==> src/rtl/c0_pkg.sv <==
// c0_pkg: shared encodings for the c0 control unit.
// Holds instruction class codes, MS (memory source) codes, the HALT opcode,
// the fetch timeout limit and the controller FSM state enum.
package c0_pkg;

   // Instruction class, B0[7:6]
   localparam logic [1:0] CLS_ALU     = 2'b00;
   localparam logic [1:0] CLS_MOV_REG = 2'b01;
   localparam logic [1:0] CLS_MOV_IMM = 2'b10;
   localparam logic [1:0] CLS_BRANCH  = 2'b11;

   // Memory source select driven to the core
   localparam logic [1:0] MS_ALU = 2'b00;
   localparam logic [1:0] MS_REG = 2'b01;
   localparam logic [1:0] MS_IMM = 2'b10;

   // Branch with this opcode stops the controller
   localparam logic [3:0] OP_HALT = 4'b1111;

   // Fetch cycles without PM_ACK before faulting (timeout build only)
   localparam logic [3:0] TIMEOUT_LIMIT = 4'd15;

   // F0..F2 are encoded 0..2 so state[1:0] doubles as the fetch byte index
   typedef enum logic [2:0] {
      ST_F0   = 3'd0,
      ST_F1   = 3'd1,
      ST_F2   = 3'd2,
      ST_EXEC = 3'd3,
      ST_HALT = 3'd4,
      ST_FLT  = 3'd5
   } state_t;

endpackage

==> src/rtl/c0_cu_decode.sv <==
// c0_cu_decode: purely combinational decode of the 24-bit instruction
// register into core control fields and instruction strobes.
// IR layout: [7:0]=B0 {CLS,RS,AR}, [15:8]=B1 {OP,IRSB,BS}, [23:16]=IMM.
module c0_cu_decode
   import c0_pkg::*;
(
   input  logic [23:0] ir,
   output logic        mem_inst,
   output logic        alu_inst,
   output logic        jmp_inst,
   output logic        halt,
   output logic [1:0]  ms,
   output logic        irs,
   output logic [2:0]  rs,
   output logic [2:0]  ar,
   output logic [2:0]  bs,
   output logic [3:0]  op,
   output logic [7:0]  imm
);

   logic [1:0] cls;
   assign cls = ir[7:6];

   // Field extraction is fixed; class only selects strobes, MS and IRS
   always_comb begin
      mem_inst = 1'b0;
      alu_inst = 1'b0;
      jmp_inst = 1'b0;
      halt     = 1'b0;
      ms       = MS_ALU;
      irs      = 1'b0;
      rs       = ir[5:3];
      ar       = ir[2:0];
      op       = ir[15:12];
      bs       = ir[10:8];
      imm      = ir[23:16];
      case (cls)
         CLS_ALU: begin
            mem_inst = 1'b1;
            alu_inst = 1'b1;
            ms       = MS_ALU;
            irs      = ir[11];
         end
         CLS_MOV_REG: begin
            mem_inst = 1'b1;
            ms       = MS_REG;
            irs      = 1'b0;
         end
         CLS_MOV_IMM: begin
            mem_inst = 1'b1;
            ms       = MS_IMM;
            irs      = 1'b1;
         end
         default: begin
            // Branch: OP carries the branch condition; OP_HALT stops instead
            ms = MS_ALU;
            if (ir[15:12] == OP_HALT) halt = 1'b1;
            else                      jmp_inst = 1'b1;
         end
      endcase
   end

endmodule

==> src/rtl/c0_ctrl_unit.sv <==
// c0_ctrl_unit: fetches 3-byte instructions from program memory at
// {PC, byte}, decodes them and presents one EXEC cycle of control to the core.
// Optional feature: define C0_CU_TIMEOUT_EN to fault after TIMEOUT_LIMIT
// fetch cycles without PM_ACK.
// Handshake: a byte is taken on a rising edge where PM_REQ and PM_ACK are
// both 1; PM_ACK may be high in the same cycle PM_REQ rises; PM_ACK with
// PM_REQ low is ignored and PM_DATA is not sampled.
module c0_ctrl_unit
   import c0_pkg::*;
(
   input  logic       CLK,
   input  logic       RST_N,
   input  logic [7:0] PC,
   output logic [9:0] PM_ADDR,
   output logic       PM_REQ,
   input  logic       PM_ACK,
   input  logic [7:0] PM_DATA,
   output logic       MEM_INST,
   output logic       ALU_INST,
   output logic       JMP_INST,
   output logic [1:0] MS,
   output logic       IRS,
   output logic [2:0] RS,
   output logic [2:0] AR,
   output logic [2:0] BS,
   output logic [3:0] OP,
   output logic [7:0] IMM,
   output logic       EXEC_EN,
   output logic       HALTED,
   output logic       FAULT,
   output logic [2:0] STATE_DBG
);

   state_t      state, state_next;
   logic [23:0] ir_q;
   logic [23:0] ir_fetch;
   logic        run_q;     // low during reset so PM_REQ is 0 until the first edge
   logic        fetch;
   logic        accept;
   logic [1:0]  byte_idx;

   logic       d_mem, d_alu, d_jmp, d_halt, d_irs;
   logic [1:0] d_ms;
   logic [2:0] d_rs, d_ar, d_bs;
   logic [3:0] d_op;
   logic [7:0] d_imm;

`ifdef C0_CU_TIMEOUT_EN
   logic [3:0] tmo_cnt;
`endif

   assign byte_idx  = state[1:0];
   assign fetch     = run_q && (state == ST_F0 || state == ST_F1 || state == ST_F2);
   assign accept    = fetch && PM_ACK;
   assign PM_REQ    = fetch;
   assign PM_ADDR   = fetch ? {PC, byte_idx} : 10'd0;
   assign EXEC_EN   = (state == ST_EXEC);
   assign HALTED    = (state == ST_HALT);
   assign STATE_DBG = state;
`ifdef C0_CU_TIMEOUT_EN
   assign FAULT     = (state == ST_FLT);
`else
   assign FAULT     = 1'b0;
`endif

   // IR as it will be after this cycle's accepted byte, so decode is ready at F2
   always_comb begin
      ir_fetch = ir_q;
      if (accept) begin
         case (byte_idx)
            2'd0:    ir_fetch[7:0]   = PM_DATA;
            2'd1:    ir_fetch[15:8]  = PM_DATA;
            default: ir_fetch[23:16] = PM_DATA;
         endcase
      end
   end

   c0_cu_decode u_decode (
      .ir       (ir_fetch),
      .mem_inst (d_mem),
      .alu_inst (d_alu),
      .jmp_inst (d_jmp),
      .halt     (d_halt),
      .ms       (d_ms),
      .irs      (d_irs),
      .rs       (d_rs),
      .ar       (d_ar),
      .bs       (d_bs),
      .op       (d_op),
      .imm      (d_imm)
   );

   // Next-state: byte-by-byte fetch, one EXEC cycle, sticky HALT/FLT
   always_comb begin
      state_next = state;
      case (state)
         ST_F0:   if (accept) state_next = ST_F1;
         ST_F1:   if (accept) state_next = ST_F2;
         ST_F2:   if (accept) state_next = d_halt ? ST_HALT : ST_EXEC;
         ST_EXEC: state_next = ST_F0;
         ST_HALT: state_next = ST_HALT;
         default: state_next = ST_FLT;
      endcase
`ifdef C0_CU_TIMEOUT_EN
      if (fetch && !PM_ACK && tmo_cnt == TIMEOUT_LIMIT - 4'd1) state_next = ST_FLT;
`endif
   end

   // State, IR and registered control outputs
   always_ff @(posedge CLK or negedge RST_N) begin
      if (!RST_N) begin
         state    <= ST_F0;
         run_q    <= 1'b0;
         ir_q     <= 24'd0;
         MEM_INST <= 1'b0;
         ALU_INST <= 1'b0;
         JMP_INST <= 1'b0;
         MS       <= 2'd0;
         IRS      <= 1'b0;
         RS       <= 3'd0;
         AR       <= 3'd0;
         BS       <= 3'd0;
         OP       <= 4'd0;
         IMM      <= 8'd0;
      end else begin
         state <= state_next;
         run_q <= 1'b1;
         if (accept) ir_q <= ir_fetch;
         if (accept && state == ST_F2) begin
            // Strobes are 0 from decode for HALT, so HALT gets no strobe
            MEM_INST <= d_mem;
            ALU_INST <= d_alu;
            JMP_INST <= d_jmp;
            MS       <= d_ms;
            IRS      <= d_irs;
            RS       <= d_rs;
            AR       <= d_ar;
            BS       <= d_bs;
            OP       <= d_op;
            IMM      <= d_imm;
         end
         if (state == ST_EXEC) begin
            MEM_INST <= 1'b0;
            ALU_INST <= 1'b0;
            JMP_INST <= 1'b0;
         end
      end
   end

`ifdef C0_CU_TIMEOUT_EN
   // Counts fetch cycles without an accepted byte; cleared on each accept
   always_ff @(posedge CLK or negedge RST_N) begin
      if (!RST_N)      tmo_cnt <= 4'd0;
      else if (accept) tmo_cnt <= 4'd0;
      else if (fetch)  tmo_cnt <= tmo_cnt + 4'd1;
   end
`endif

endmodule

==> config.mk <==
export PLATFORM = sky130hd
export DESIGN_NAME = c0_ctrl_unit
export DESIGN_NICKNAME = d
export VERILOG_FILES = /design/src/rtl/c0_pkg.sv /design/src/rtl/c0_cu_decode.sv /design/src/rtl/c0_ctrl_unit.sv
export SDC_FILE = /design/constraint.sdc
export NUM_CORES = 1
export LEC_CHECK = 0
export CAP_MARGIN = 20
export CORE_UTILIZATION = 40
export DETAILED_ROUTE_END_ITERATION = 16
export GPL_TIMING_DRIVEN = 0
export PLACE_DENSITY = 0.7
export SLEW_MARGIN = 20
export SYNTH_ARGS = -nofsm -noshare
export SYNTH_HDL_FRONTEND = slang
export SYNTH_SLANG_ARGS = --single-unit
==> constraint.sdc <==
create_clock -name CLK -period 4.3 [get_ports CLK]
set_input_delay 0.86 -clock CLK [delete_from_list [all_inputs] [get_ports CLK]]
set_output_delay 0.86 -clock CLK [all_outputs]
set_load 0.05 [all_outputs]
==> Yosys cells after proc, flatten, opt, wreduce, memory -nomap -nowiden <==
Index checks and enable logic that the tools add are counted.
{ "op_classes": {"addsub": 0, "n_mul": 0, "div_mod_pow": 0, "n_lt_le_gt_ge": 0, "eq_ne": 11, "shifts": 0, "n_mux": 24, "n_bitwise": 0, "n_reduce_logical": 12} }
{ "ops": {"columns": ["operator", "n"], "rows": [
  ["$mux 24", 1],
  ["$mux 8", 3],
  ["$pmux 3 s5", 1],
  ["$mux 1", 12],
  ["$mux 3", 4],
  ["$mux 10", 1],
  ["$eq 3x2->1 const B", 2],
  ["$ne 2x2->1 const B", 3],
  ["$eq 2x1->1 const B", 2],
  ["$eq 4x4->1 const B", 1],
  ["$logic_not 2->1", 2],
  ["$pmux 2 s2", 1],
  ["$eq 3x1->1 const B", 1],
  ["$eq 3x3->1 const B", 1],
  ["$logic_and 1x1->1", 3],
  ["$logic_not 3->1", 1],
  ["$reduce_and 3->1", 1],
  ["$reduce_or 3->1", 1],
  ["$eq 2x2->1 const B", 1],
  ["$logic_or 1x1->1", 2],
  ["$pmux 1 s2", 1],
  ["$reduce_bool 2->1", 1],
  ["$reduce_or 2->1", 1]
]} }
{ "totals": {"ff_bits": 55, "latch_bits": 0, "ramBits": 0, "romBits": 0, "inputBits": 19, "output_inout_bits": 44, "elab_cells": 60, "mem_count": 0} }

==> Logic depth before layout (Yosys ltp) <==
Gate-level depths: netlist (run 1).
{ "logic_depth": {"ltp_word": 12, "ltp_mapped": 7} }

==> Modules after synthesis <==
A second synthesis (run 1) with hierarchy kept.
{ "unflattened": {"hier_cells": 210, "hier_area_um2": 2934.1} }
{ "by_module_without_submodules": {"columns": ["mod", "instances", "cells_each", "area_each_um2"], "rows": [
  ["c0_ctrl_unit", 1, 180, 2725.1],
  ["c0_cu_decode", 1, 30, 209.0]
]} }

==> Worst setup path after synthesis (run 1) <==
No wires, ideal clock.
{ "synth_timing": {"path_kind": "register to output", "from": "register state[2], in the netlist STATE_DBG[2]", "to": "output port PM_ADDR[0]", "t_arrival_ps": 2528, "required_time_ps": 3440, "path_slack_ps": 912, "stages_incl_launch_ff": 6, "cell_sequence": "dfrtp_1 -> buf_2 -> inv_1 -> nand2_1 -> a21oi_1 -> and2_1"} }
{ "synth_via": {"elab_chain_len": 5, "elab_cells_between_ends": 7, "cone_classes": "eq/ne (2); mux (1); reduce/logical (4)"} }
{ "synth_rtl": {"columns": ["element", "line", "source"], "rows": [
  ["start, declared", "c0_ctrl_unit.sv:34", "state_t state, state_next;"],
  ["start signal, assigned", "c0_ctrl_unit.sv:126", "state <= state_next;"],
  ["$eq 3x1->1 / $logic_not 3->1 (equally long branches)", "c0_ctrl_unit.sv:53", "assign fetch = run_q && (state == ST_F0 || state == ST_F1 || state == ST_F2);"],
  ["$logic_or 1x1->1", "c0_ctrl_unit.sv:53", null],
  ["$logic_or 1x1->1 *", "c0_ctrl_unit.sv:53", null],
  ["$logic_and 1x1->1 *", "c0_ctrl_unit.sv:53", null],
  ["net PM_REQ", "c0_ctrl_unit.sv:15", "output logic PM_REQ,"],
  ["$mux 10 *", "c0_ctrl_unit.sv:56", "assign PM_ADDR = fetch ? {PC, byte_idx} : 10'd0;"],
  ["end, declared", "c0_ctrl_unit.sv:14", "output logic [9:0] PM_ADDR,"]
]} }
Mark *: on every way through the listed nets, which the timed path passes. The rest lies on a longest branch.

==> Worst setup path in the final report (run 1) <==
{ "layout_timing": {"from": "register state[2], in the netlist STATE_DBG[2]", "to": "output port PM_ADDR[3]"} }
{ "layout_via": {"elab_chain_len": 5, "elab_cells_between_ends": 7, "cone_classes": "eq/ne (2); mux (1); reduce/logical (4)"} }
{ "layout_rtl": {"columns": ["element", "line"], "rows": [
  ["$eq 3x1->1 / $logic_not 3->1 (equally long branches)", "c0_ctrl_unit.sv:53"],
  ["$logic_or 1x1->1", "c0_ctrl_unit.sv:53"],
  ["$logic_or 1x1->1 *", "c0_ctrl_unit.sv:53"],
  ["$logic_and 1x1->1 *", "c0_ctrl_unit.sv:53"],
  ["$mux 10 *", "c0_ctrl_unit.sv:56"]
]} }
Mark *: on every way between the ends. The rest lies on a longest branch, timed or not.

==> impl_metrics.py, run 1 <==
metrics = {
    "synthesis": {
        "yosys_register_bits": 47,
        "yosys_most_used_dff": "dfrtp_1",
        "synth_edf_count": 0,
        "async_reset_ff_share_pct": 100,
        "syn-instance-count": 172,
        "synth_top_area_share_pct": 58.2,
        "synth_most_common_cell": "dfrtp_1",
        "yosys-top-cells-area": "dfrtp_1 (58%), mux2_2 (14%), nand2_1 (6.1%)",
        "syn_avg_cell_area_um2": 11.8,
        "ys_types": 34,
        "seq_area_frac_synth_pct": 58.2,
        "synthTopCellsByCount": "dfrtp_1 (47), nand2_1 (33), mux2_2 (26), and2_1 (10), o31ai_1 (5)",
        "syn_nets": 191,
        "yosys.area.top_type": "dfrtp_1",
        "yosys_warnings": 0,
        "netlist_area_um2": 2020,
    },
    "sta": {
        "relSlewSlack_pct": 61.0,
        "slew_violations": 0,
        "setup_viol": 0,
        "hold_slack_ns": 0.482,
        "hold_viol_final": 0,
        "rsz0062_at_grt": "false",
        "period_share_pct": 78.4,
        "tns_ns": 0,
        "max_freq_mhz": 297,
        "fin_skew_ns": 0.00637,
        "finalCriticalPeriod_ns": 3.37,
        "worst_pin_slew_ns": 0.585,
    },
    "routing": {
        "drt_pass1_iterations": 4,
        "drc_errors": 0,
        "wl_mm": 4.26,
        "avgViaCountPerCell": 4.87,
        "vias": 1504,
        "first_iter_violations": 85,
        "drtAntennaViolNets": 0,
        "wl_per_cell_um": 13.8,
    },
    "grt": {
        "grt_overflow": 0,
        "grt_pass1_vias": 1403,
        "grt_max_degree": 29,
        "grt.total_usage_pct": 16.7,
        "grt_pass1_wl_mm": 6.74,
        "antenna_found_initial": 0,
    },
    "placement": {
        "gp_congestion": 0.782,
        "port_buffers": 61,
        "place_hpwl_mm": 3.05,
    },
    "cts": {
        "clock_latency_ns": 0.29,
        "cts_tree": "built",
        "cts.sinks": 47,
        "cts_root_buf": "clkbuf_8",
        "cts-resized-gates": 0,
        "cts_made_buffers": 5,
        "clkTransAtPathRegs_ns": 0.09,
        "postCtsHoldBufs": 0,
        "cts_buffer_depth": 2,
        "cts_setup_buffers": 0,
        "htreeDepth": 2,
    },
    "final_layout": {
        "final_nets": 260,
        "final_layout_size_suffix_gt1_share_pct": 19.8,
        "fillCellCount": 439,
        "fin_util_pct": 58.9,
        "area_growth_pct": 39.4,
        "antenna_cells": 0,
    },
    "floorplan": {
        "start_util_pct": 42.2,
        "die-area_um2": 5340,
        "io_pins": 63,
        "rows": 25,
        "die_w_um": 73.1,
        "fp.dieH_um": 73.1,
        "core_um2": 4790,
    },
    "setup_path": {
        "critPathRequiredTime_ns": 3.44,
        "r2r-start": "STATE_DBG[0]$_DFFE_PN0P_",
        "path_cells": "buf_2 -> inv_1 -> nand2_1 -> a21oi_1 -> and2_1 -> clkdlybuf4s50_1",
        "critPathLaunchType": "flop",
        "worstSetupEndpoint": "PM_ADDR[3]",
        "rr_worst_depth": 6,
        "slowest_stage": "clkdlybuf4s50_1",
        "crit_path_max_fanout": 10,
        "startpoint": "STATE_DBG[2]$_DFFE_PN0P_",
        "worstSetupPathType": "flop to primary output",
        "slowest_delay_ns": 0.79,
        "reg2reg_to": "IMM[6]$_DFFE_PN0P_",
        "crit_arrival_ns": 2.51,
        "r2r_slack_ns": 2.33,
        "worstSetupEndpointType": "primary output",
    },
    "run": {
        "drv_cap": 0,
    },
    "status": {
        "status": "finished clean",
    },
    "power": {
        "cellPowerDensity_nw_per_um2": 669,
        "p_leak_nw": 1.33,
        "peakVddDrop_uv": 459,
    },
    "min_path": {
        "hp-class": "flop to flop",
    },
}
## stage by stage
step	cell area, um^2	setup WS [ns]	std cells	power, mW
after floorplan	2020	0.912	172	1.32
after global placement	2720	1.07	300	1.62
after detailed placement	2730	1.21	301	1.64
after CTS	2820	0.880	309	1.90
after global routing	2820	0.736	309	1.98
final	2820	0.931	309	1.89
## worst min-delay path by stage
stage                                     from                    to  slack, ns  cells after the start
after global routing      ir_q[11]$_DFFE_PN0N_  ir_q[11]$_DFFE_PN0N_       0.49                      1
final                        MS[1]$_DFFE_PN0P_     MS[1]$_DFFE_PN0P_       0.48                      2
after global placement      IMM[1]$_DFFE_PN0P_    IMM[1]$_DFFE_PN0P_       0.46                      2
after detailed placement  ir_q[11]$_DFFE_PN0N_  ir_q[11]$_DFFE_PN0N_       0.47                      1
after CTS                 ir_q[11]$_DFFE_PN0N_  ir_q[11]$_DFFE_PN0N_       0.49                      1
after floorplan           ir_q[11]$_DFFE_PN0N_  ir_q[11]$_DFFE_PN0N_       0.45                      1
## registers in the layout, summed over array words and instances, names as in the netlist
name / flops
ALU_INST: 1
AR: 3
BS: 3
IMM: 8
IRS: 1
JMP_INST: 1
MEM_INST: 1
MS: 2
OP: 4
RS: 3
STATE_DBG: 3
ir_q: 16
run_q: 1
## final cells by class
class	instances	area, um^2	share of cell area (%)
tap	67	83.8	2.97
multi-input combinational	113	790	28.0
buffer	8	41.3	1.46
sequential	47	1180	41.7
inverter	4	15.0	0.533
clock inverter	3	18.8	0.666
timing repair buffer	62	626	22.2
clock buffer	5	68.8	2.44
## metal layers
metal | share of wire (%) | track usage [%] | up-vias
met5 | 0 | 0 | -
met4 | 0.42 | 4.58 | 0
met3 | 8.1 | 5.52 | 2
met2 | 46 | 26.4 | 55
met1 | 46 | 22.0 | 717
li1 | - | - | 730
## cells in the final DEF, fill, tap and decap left out, drive strengths merged, types with 2 or more instances in the layout
master          n
clkdlybuf4s50  60
dfrtp          47
nand2          35
mux2           27
and2           10
clkbuf          8
buf             7
o31ai           5
inv             5
nor2            4
nand3           4
and3            4
a21o            3
and3b           2
conb            2
clkinv          2
## cells by family (layout without fill, tap and decap cells)
| family | Yosys count | count (layout) | share of synthesized area, % |
|---|---|---|---|
| AOI/OAI and AO/OA | 17 | 17 | 6.44 |
| buffers and inverters | 12 | 82 | 2.78 |
| DFF | 47 | 47 | 58.2 |
| muxes | 27 | 27 | 15.2 |
| other | 2 | 2 | 0.371 |
| and+or+nand+nor | 67 | 67 | 17.0 |
## where the power goes
part | leakage [nW] | internal (mW) | switching, mW | total [mW]
clock network | 0.0483 | 0.115 | 0.146 | 0.260
logic | 0.684 | 0.347 | 0.591 | 0.938
registers | 0.595 | 0.610 | 0.0790 | 0.689
total | 1.33 | 1.07 | 0.816 | 1.89
## worst max-delay path, delay by kind of cell (launching register included)
family	cells	cell delay, ns
compound gates	1	0.41
simple gates	2	0.29
flops	1	0.38
buf+inv	3	1.12
(Power assumes the default switching activity.)
==> run 2, diff against run 1 <==
Clock period 4.3 ns to 3.4 ns, I/O delays scaled along.
==> results of run 2 <==
The final DEF is identical to that of run 1. Status: finished clean.
Main changes from that run: setup slack after placement 1.21 ns -> 0.488 ns; setup slack after layout 0.931 ns -> 0.211 ns; hold slack 0.482 ns -> 0.329 ns; register-to-register setup slack 2.33 ns -> 1.43 ns; total power 1.89 mW -> 2.39 mW; worst IR drop on VDD 459 uV -> 581 uV
